[config.mk]
export PLATFORM = sky130hd
export DESIGN_NAME = pc_sequencer
export DESIGN_NICKNAME = d
export VERILOG_FILES = /design/src/rtl/pc_seq_pkg.sv /design/src/rtl/pc_sequencer_jump_target_calc.sv /design/src/rtl/pc_sequencer.sv
export SDC_FILE = /design/constraint.sdc
export NUM_CORES = 1
export LEC_CHECK = 0
export CORE_ASPECT_RATIO = 0.7
export CORE_MARGIN = 2
export CORE_UTILIZATION = 44
export CTS_CLUSTER_SIZE = 16
export DETAILED_ROUTE_END_ITERATION = 8
export GPL_TIMING_DRIVEN = 0
export PLACE_DENSITY = 0.85
export SLEW_MARGIN = 20
export SYNTH_ARGS = -nofsm -noshare
export SYNTH_HDL_FRONTEND = slang
export SYNTH_SLANG_ARGS = --single-unit
[constraint.sdc]
create_clock -name clk -period 2.7 [get_ports clk]
set_input_delay 0.54 -clock clk [delete_from_list [all_inputs] [get_ports clk]]
set_output_delay 0.54 -clock clk [all_outputs]
set_load 0.01 [all_outputs]
[src/rtl/pc_seq_pkg.sv]
// Shared types and constants for the fetch-stage PC sequencer:
// FSM states, redirect-source encoding, PC increment and reset vector.
package pc_seq_pkg;

    typedef enum logic [1:0] {
        ST_BOOT    = 2'd0,
        ST_RUN     = 2'd1,
        ST_PENDING = 2'd2
    } state_e;

    typedef enum logic [1:0] {
        SRC_NONE = 2'd0,
        SRC_BR   = 2'd1,
        SRC_J    = 2'd2,
        SRC_JR   = 2'd3
    } redir_src_e;

    localparam logic [31:0] PC_INC            = 32'd4;
    localparam logic [31:0] RESET_VECTOR_DFLT = 32'h0000_0000;

    // Sign-extended branch offset in bytes (immediate is a word offset).
    function automatic logic [31:0] br_offset(input logic [15:0] imm);
        return {{14{imm[15]}}, imm, 2'b00};
    endfunction

endpackage

[src/rtl/pc_sequencer_jump_target_calc.sv]
// Combinational redirect target calculation and priority select.
// Ports: branch/jump/jr requests in; selected source, target and
// JR misalignment flag out. With PC_DELAY_SLOT_EN defined, also
// reports the PC of the redirecting instruction (src_pc_o).
module jump_target_calc
    import pc_seq_pkg::*;
(
    input  logic        branch_taken_i,
    input  logic [31:0] branch_pc_i,
    input  logic [15:0] branch_imm_i,
    input  logic        jump_en_i,
    input  logic [31:0] jump_pc_i,
    input  logic [25:0] jump_index_i,
    input  logic        jr_en_i,
    input  logic [31:0] jr_target_i,
`ifdef PC_DELAY_SLOT_EN
    output logic [31:0] src_pc_o,
`endif
    output logic [1:0]  src_o,
    output logic [31:0] target_o,
    output logic        misalign_o
);

    logic [31:0] br_tgt;
    logic [31:0] j_slot;
    logic [31:0] j_tgt;
    logic [31:0] jr_tgt;

    assign br_tgt     = branch_pc_i + PC_INC + br_offset(branch_imm_i);
    // Jump region comes from the delay-slot PC, not the jump itself.
    assign j_slot     = jump_pc_i + PC_INC;
    assign j_tgt      = {j_slot[31:28], jump_index_i, 2'b00};
    assign jr_tgt     = {jr_target_i[31:2], 2'b00};
    assign misalign_o = jr_target_i[1:0] != 2'b00;

    always_comb begin
        src_o    = SRC_NONE;
        target_o = br_tgt;
        if (jr_en_i) begin
            src_o    = SRC_JR;
            target_o = jr_tgt;
        end else if (jump_en_i) begin
            src_o    = SRC_J;
            target_o = j_tgt;
        end else if (branch_taken_i) begin
            src_o    = SRC_BR;
            target_o = br_tgt;
        end
    end

`ifdef PC_DELAY_SLOT_EN
    always_comb begin
        src_pc_o = branch_pc_i;
        if (jump_en_i) begin
            src_pc_o = jump_pc_i;
        end
    end
`endif

endmodule

[src/rtl/pc_sequencer.sv]
// Fetch-stage PC owner: sequential increment, branch/J/JR redirects,
// fetch handshake and IF/ID flush. Optional macro PC_DELAY_SLOT_EN
// enables MIPS delay-slot handling (PENDING state, no flush).
// Ports: clk, rst_n, stall_i, if_ready_i, fetch_valid_o, fetch_pc_o,
// branch_*_i, jump_*_i, jr_*_i, flush_o, addr_err_o.
module pc_sequencer
    import pc_seq_pkg::*;
#(
    parameter logic [31:0] RESET_VECTOR = RESET_VECTOR_DFLT
) (
    input  logic        clk,
    input  logic        rst_n,
    input  logic        stall_i,
    input  logic        if_ready_i,
    output logic        fetch_valid_o,
    output logic [31:0] fetch_pc_o,
    input  logic        branch_taken_i,
    input  logic [31:0] branch_pc_i,
    input  logic [15:0] branch_imm_i,
    input  logic        jump_en_i,
    input  logic [31:0] jump_pc_i,
    input  logic [25:0] jump_index_i,
    input  logic        jr_en_i,
    input  logic [31:0] jr_target_i,
    output logic        flush_o,
    output logic        addr_err_o
);

    state_e      state_q, state_d;
    logic [31:0] pc_q, pc_d;
    logic        flush_q, flush_d;
    logic        aerr_q, aerr_d;

    logic [1:0]  src;
    logic [31:0] target;
    logic        misalign;
    logic        redir;
    logic        transfer;
    logic        hold_slot;

`ifdef PC_DELAY_SLOT_EN
    logic [31:0] src_pc;
    logic [31:0] tgt_q, tgt_d;
`endif

    jump_target_calc u_calc (
        .branch_taken_i (branch_taken_i),
        .branch_pc_i    (branch_pc_i),
        .branch_imm_i   (branch_imm_i),
        .jump_en_i      (jump_en_i),
        .jump_pc_i      (jump_pc_i),
        .jump_index_i   (jump_index_i),
        .jr_en_i        (jr_en_i),
        .jr_target_i    (jr_target_i),
`ifdef PC_DELAY_SLOT_EN
        .src_pc_o       (src_pc),
`endif
        .src_o          (src),
        .target_o       (target),
        .misalign_o     (misalign)
    );

    assign redir    = (src != SRC_NONE) && (state_q != ST_BOOT);
    assign transfer = fetch_valid_o & if_ready_i;

`ifdef PC_DELAY_SLOT_EN
    // Defer only while the delay slot is still the unaccepted fetch.
    // JR resolves late enough that its slot is always already fetched.
    assign hold_slot = redir && (src != SRC_JR)
                     && (pc_q == src_pc + PC_INC) && !transfer;
`else
    assign hold_slot = 1'b0;
`endif

    // State register
    always_ff @(posedge clk or negedge rst_n) begin
        if (!rst_n) begin
            state_q <= ST_BOOT;
            pc_q    <= RESET_VECTOR;
            flush_q <= 1'b0;
            aerr_q  <= 1'b0;
        end else begin
            state_q <= state_d;
            pc_q    <= pc_d;
            flush_q <= flush_d;
            aerr_q  <= aerr_d;
        end
    end

`ifdef PC_DELAY_SLOT_EN
    always_ff @(posedge clk or negedge rst_n) begin
        if (!rst_n) begin
            tgt_q <= RESET_VECTOR;
        end else begin
            tgt_q <= tgt_d;
        end
    end
`endif

    // Next-state logic
    always_comb begin
        state_d = state_q;
        unique case (state_q)
            ST_BOOT: state_d = ST_RUN;
            ST_RUN, ST_PENDING: begin
                if (hold_slot) begin
                    state_d = ST_PENDING;
                end else if (redir) begin
                    state_d = ST_RUN;
                end else if (transfer) begin
                    state_d = ST_RUN;
                end
            end
            default: state_d = ST_BOOT;
        endcase
    end

    // PC and pulse datapath
    always_comb begin
        pc_d   = pc_q;
        aerr_d = redir && (src == SRC_JR) && misalign;
`ifdef PC_DELAY_SLOT_EN
        flush_d = 1'b0;
        tgt_d   = tgt_q;
        if (hold_slot) begin
            tgt_d = target;
        end else if (redir) begin
            pc_d = target;
        end else if (transfer && state_q == ST_PENDING) begin
            pc_d = tgt_q;
        end else if (transfer) begin
            pc_d = pc_q + PC_INC;
        end
`else
        flush_d = redir;
        if (redir) begin
            pc_d = target;
        end else if (transfer) begin
            pc_d = pc_q + PC_INC;
        end
`endif
    end

    // Outputs
    always_comb begin
        fetch_valid_o = (state_q != ST_BOOT) && !stall_i;
        fetch_pc_o    = pc_q;
        flush_o       = flush_q;
        addr_err_o    = aerr_q;
    end

endmodule
==> results.yml <==
worst_setup_path:
  cp_num_buf_inv: 2
  timing.reg2reg.worst_path_depth: 10
  critPathTopFamily: "compound AO/OA/AOI/OAI gates"
  required_ns: 2.86
  crit-reg2reg-launch: "fetch_pc_o[4]"
  critical_path.endpoint: "fetch_pc_o[29]"
  endpoint_kind: "register"
  critical_path.startpoint_type: "primary input"
  timing.critical_path.mode_cell: "sky130_fd_sc_hd__ha_4"
  worst-setup-path-type: "primary input to register"
  crit_path_top_delay_cell: "sky130_fd_sc_hd__o31ai_4"
  worst_path_largest_cell_delay_ns: 0.35
  setup.reg_to_reg.worst_slack_ns: 0.19
  number_of_gates_on_the_worst_path_with_buffers_counted: 12
  timing.critical_path.arrival_ns: 3.09
  crit_path_cells: "clkdlybuf4s15_1, ha_4, ha_4, a21o_1, a21oi_2, a21oi_4, o31ai_4, o21ai_4, buf_6, o41ai_4, xor2_1, o21ai_1"
  critPathMaxFanout: 4
  capture_instance_of_the_worst_register_to_register_path: "fetch_pc_o[24]"
  timing.critical_path.from: "branch_imm_i[5]"
sta:
  final-max-slew-violation-count: 0
  fin_crit_ns: 2.93
  worst_slew_margin_rel: 0.583
  finalCritPeriodShare: 1.09
  finalHoldViolCount: 0
  finalSetupViolCount: 18
  timing.final.ws_setup_ns: -0.235
  rsz0062_at_grt: "yes"
  fmax_ghz: 0.341
  timing.setup.tns_ns: -2.21
  max_slew.worst_pin.slew_ns: 0.626
  clock-skew-final_ns: 0.00709
detailed_routing:
  finalWirelength_mm: 20.3
  firstDrtPassIters: 5
  maxUsedRoutingLayer: "met4"
  wl_met1_mm: 7.57
  vias_per_std_cell: 6.48
  post_drt_wl_per_cell_um: 22.8
  met2_wirelength_from_detailed_routing_mm: 9.03
  route.met3.wl_mm: 2.24
  final_antenna_net_count: 0
  total_number_of_vias: 5764
  detail_route.drc_violations: 0
  initialDrtViolationCount: 730
place:
  detailedPlacementHpwl_mm: 12.7
  post_placement_worst_setup_slack_ns: -1.28
  detailed_place.area_sq_mm: 0.00634
  number_of_port_buffers: 176
  place_congestion: 0.947
  dp.cells: 843
synth:
  number_of_different_library_cells_in_the_post_synthesis_netlist: 60
  post_synth.cell_area_avg_sq_um: 7.97
  synth_cells: 538
  synth.largest_area_cell: "sky130_fd_sc_hd__dfrtp_1"
  syn_area_sq_mm: 0.00429
  mappedNetlistNets: 742
  yosys_warnings: 0
  synth-seq-area-share: 0.204
  ys_seq_elements: 35
  synth_top_flop_cell: "sky130_fd_sc_hd__dfrtp_1"
  synth_enable_flop_cells: 0
  synth-async-reset-ratio: 1.00
  largest_cells_by_area_after_synthesis: "sky130_fd_sc_hd__dfrtp_1 20%, sky130_fd_sc_hd__ha_1 17%, sky130_fd_sc_hd__nand2_1 6.0%"
  synth_top_area_frac: 0.204
global_routing:
  antenna_found_initial: 0
  global_route_wire_length_before_repair_mm: 28.0
  gr-usage-all-layers: 0.339
  total_congestion_overflow_after_global_routing: 0
  grt_max_degree: 31
  first_global_vias: 5370
hold_path:
  hold_path_class: "primary input to async pin"
power_and_ir_drop:
  power.density_cell_area_mw_per_mm2: 404
  power_leakage_nw: 2.95
  power.total_mw: 3.11
  max-vdd-ir-drop_mv: 0.238
floorplan:
  ioPinCount: 180
  initial_utilization: 0.448
  core.rowCount: 30
  coreArea_sq_mm: 0.00957
  design.die.area_sq_mm: 0.0106
  die_width_um: 122
  fp.dieH_um: 86.6
clock_network:
  clk_pin_slew_ns: 0.05
  cts-buffers-inserted: 5
  root_buffer: "sky130_fd_sc_hd__clkbuf_16"
  tritoncts: "built"
  cts.sinks: 35
  max-clock-path-buffers: 2
  cts.htree.levels: 2
  worstSkewPairLatency_ns: 0.28
  hold_buffers: 0
finish:
  sequential_cell_area_sq_um: 876
  diodes: 0
  final_common_cell: "sky130_fd_sc_hd__clkdlybuf4s50_1"
  multiInputGateArea_sq_mm: 0.00431
  area_overhead_of_the_layout_relative_to_synthesis_pct: 80.0
  finish.cell_count_without_fillers: 890
  most_frequent_cells_in_the_layout: "142 x sky130_fd_sc_hd__clkdlybuf4s50_1, 60 x sky130_fd_sc_hd__nand2_1, 45 x sky130_fd_sc_hd__ha_4"
  final_cell_area_sq_mm: 0.00771
  fillerInstances: 553
  fin_nets: 966
  post_route_cells_drive_above_1_share: 0.251
flow_run:
  max_cap_viol_count: 0
run_status:
  result_of_the_run: "complete, but fails checks"
  violations: "setup timing"
routing by layer:
| layer | up-vias | global-route usage |
|---|---|---|
| met1 | 2686 | 0.426 |
| met5 | - | 0 |
| met3 | 151 | 0.0822 |
| met2 | 467 | 0.555 |
| met4 | 0 | 0.158 |
| li1 | 2460 | - |
layout make-up:
type / count / area share
clock inverters: 1 / 0.000649
clock buffers: 6 / 0.0180
inverters: 12 / 0.00616
plain buffers: 18 / 0.00908
well taps: 128 / 0.0208
flip-flops and latches: 35 / 0.114
multi-input cells: 471 / 0.559
repair buffers: 219 / 0.273
where the power goes:
part	leakage [nW]	switching, mW	total (mW)	internal [mW]
sequential	0.417	0.109	0.710	0.601
combinational	2.46	0.894	1.83	0.940
clock	0.0727	0.211	0.571	0.360
cell families (layout without fill, tap and decap cells):
group / after synthesis / after routing / synth area share
other: 1 / 1 / 0.000875
AO/OA/AOI/OAI: 165 / 165 / 0.265
XOR/XNOR: 50 / 50 / 0.102
buffers and inverters: 32 / 256 / 0.0280
multiplexers: 6 / 6 / 0.0143
flip-flops: 35 / 35 / 0.204
AND/OR/NAND/NOR: 190 / 190 / 0.212
adder cells (fa/ha/maj): 59 / 59 / 0.174
state kept, by name (all words and copies together) (netlist names):
| register | count |
|---|---|
| state_q | 1 |
| fetch_pc_o | 32 |
| addr_err_o | 1 |
| flush_o | 1 |
worst min-delay path by stage:
stage | startpoint | to | depth (start not counted)
after floorplan | rst_n | addr_err_o | 0
after global placement | fetch_pc_o[0] | fetch_pc_o[0] | 2
after detailed placement | rst_n | fetch_pc_o[6] | 1
after CTS | rst_n | fetch_pc_o[6] | 1
after global routing | rst_n | fetch_pc_o[8] | 1
final | rst_n | fetch_pc_o[8] | 1
timing repair:
item | 4_1_cts | 5_1_grt
pin swaps | 55 | 66
setup endpoints to repair | 23 | 28
setup buffers | 26 | 16
gates resized for setup | 131 | 98
through the flow:
step | hold WS, ns | util
floorplan | 0.244 | -
global placement | 0.453 | 0.660
detailed placement | 0.376 | 0.662
CTS | 0.0865 | 0.743
global route | 0.0889 | 0.806
finish | 0.0839 | 0.806
Yosys cell counts (6+ instances only):
library cell / instances
sky130_fd_sc_hd__a211oi_1: 14
sky130_fd_sc_hd__a21o_1: 10
sky130_fd_sc_hd__a21oi_1: 34
sky130_fd_sc_hd__a31oi_1: 10
sky130_fd_sc_hd__and2_1: 6
sky130_fd_sc_hd__and3_1: 9
sky130_fd_sc_hd__clkbuf_1: 17
sky130_fd_sc_hd__dfrtp_1: 35
sky130_fd_sc_hd__ha_1: 58
sky130_fd_sc_hd__inv_1: 11
sky130_fd_sc_hd__nand2_1: 68
sky130_fd_sc_hd__nand3_1: 22
sky130_fd_sc_hd__nand4_1: 15
sky130_fd_sc_hd__nor2_1: 35
sky130_fd_sc_hd__nor3_1: 13
sky130_fd_sc_hd__o211ai_1: 12
sky130_fd_sc_hd__o21ai_0: 34
sky130_fd_sc_hd__o21ai_1: 6
sky130_fd_sc_hd__o22ai_1: 7
sky130_fd_sc_hd__or3_1: 6
sky130_fd_sc_hd__xnor2_1: 24
sky130_fd_sc_hd__xor2_1: 26
worst register-to-register path: cells and delay by family, from the launching register on:
kind                   cells  cell delay (ns)
and+or+nand+nor            5             1.08
DFF                        1             0.42
buffers and inverters      2             0.42
AOI/OAI and AO/OA          3             0.44
Note: power is estimated with default switching activity, not from simulation.
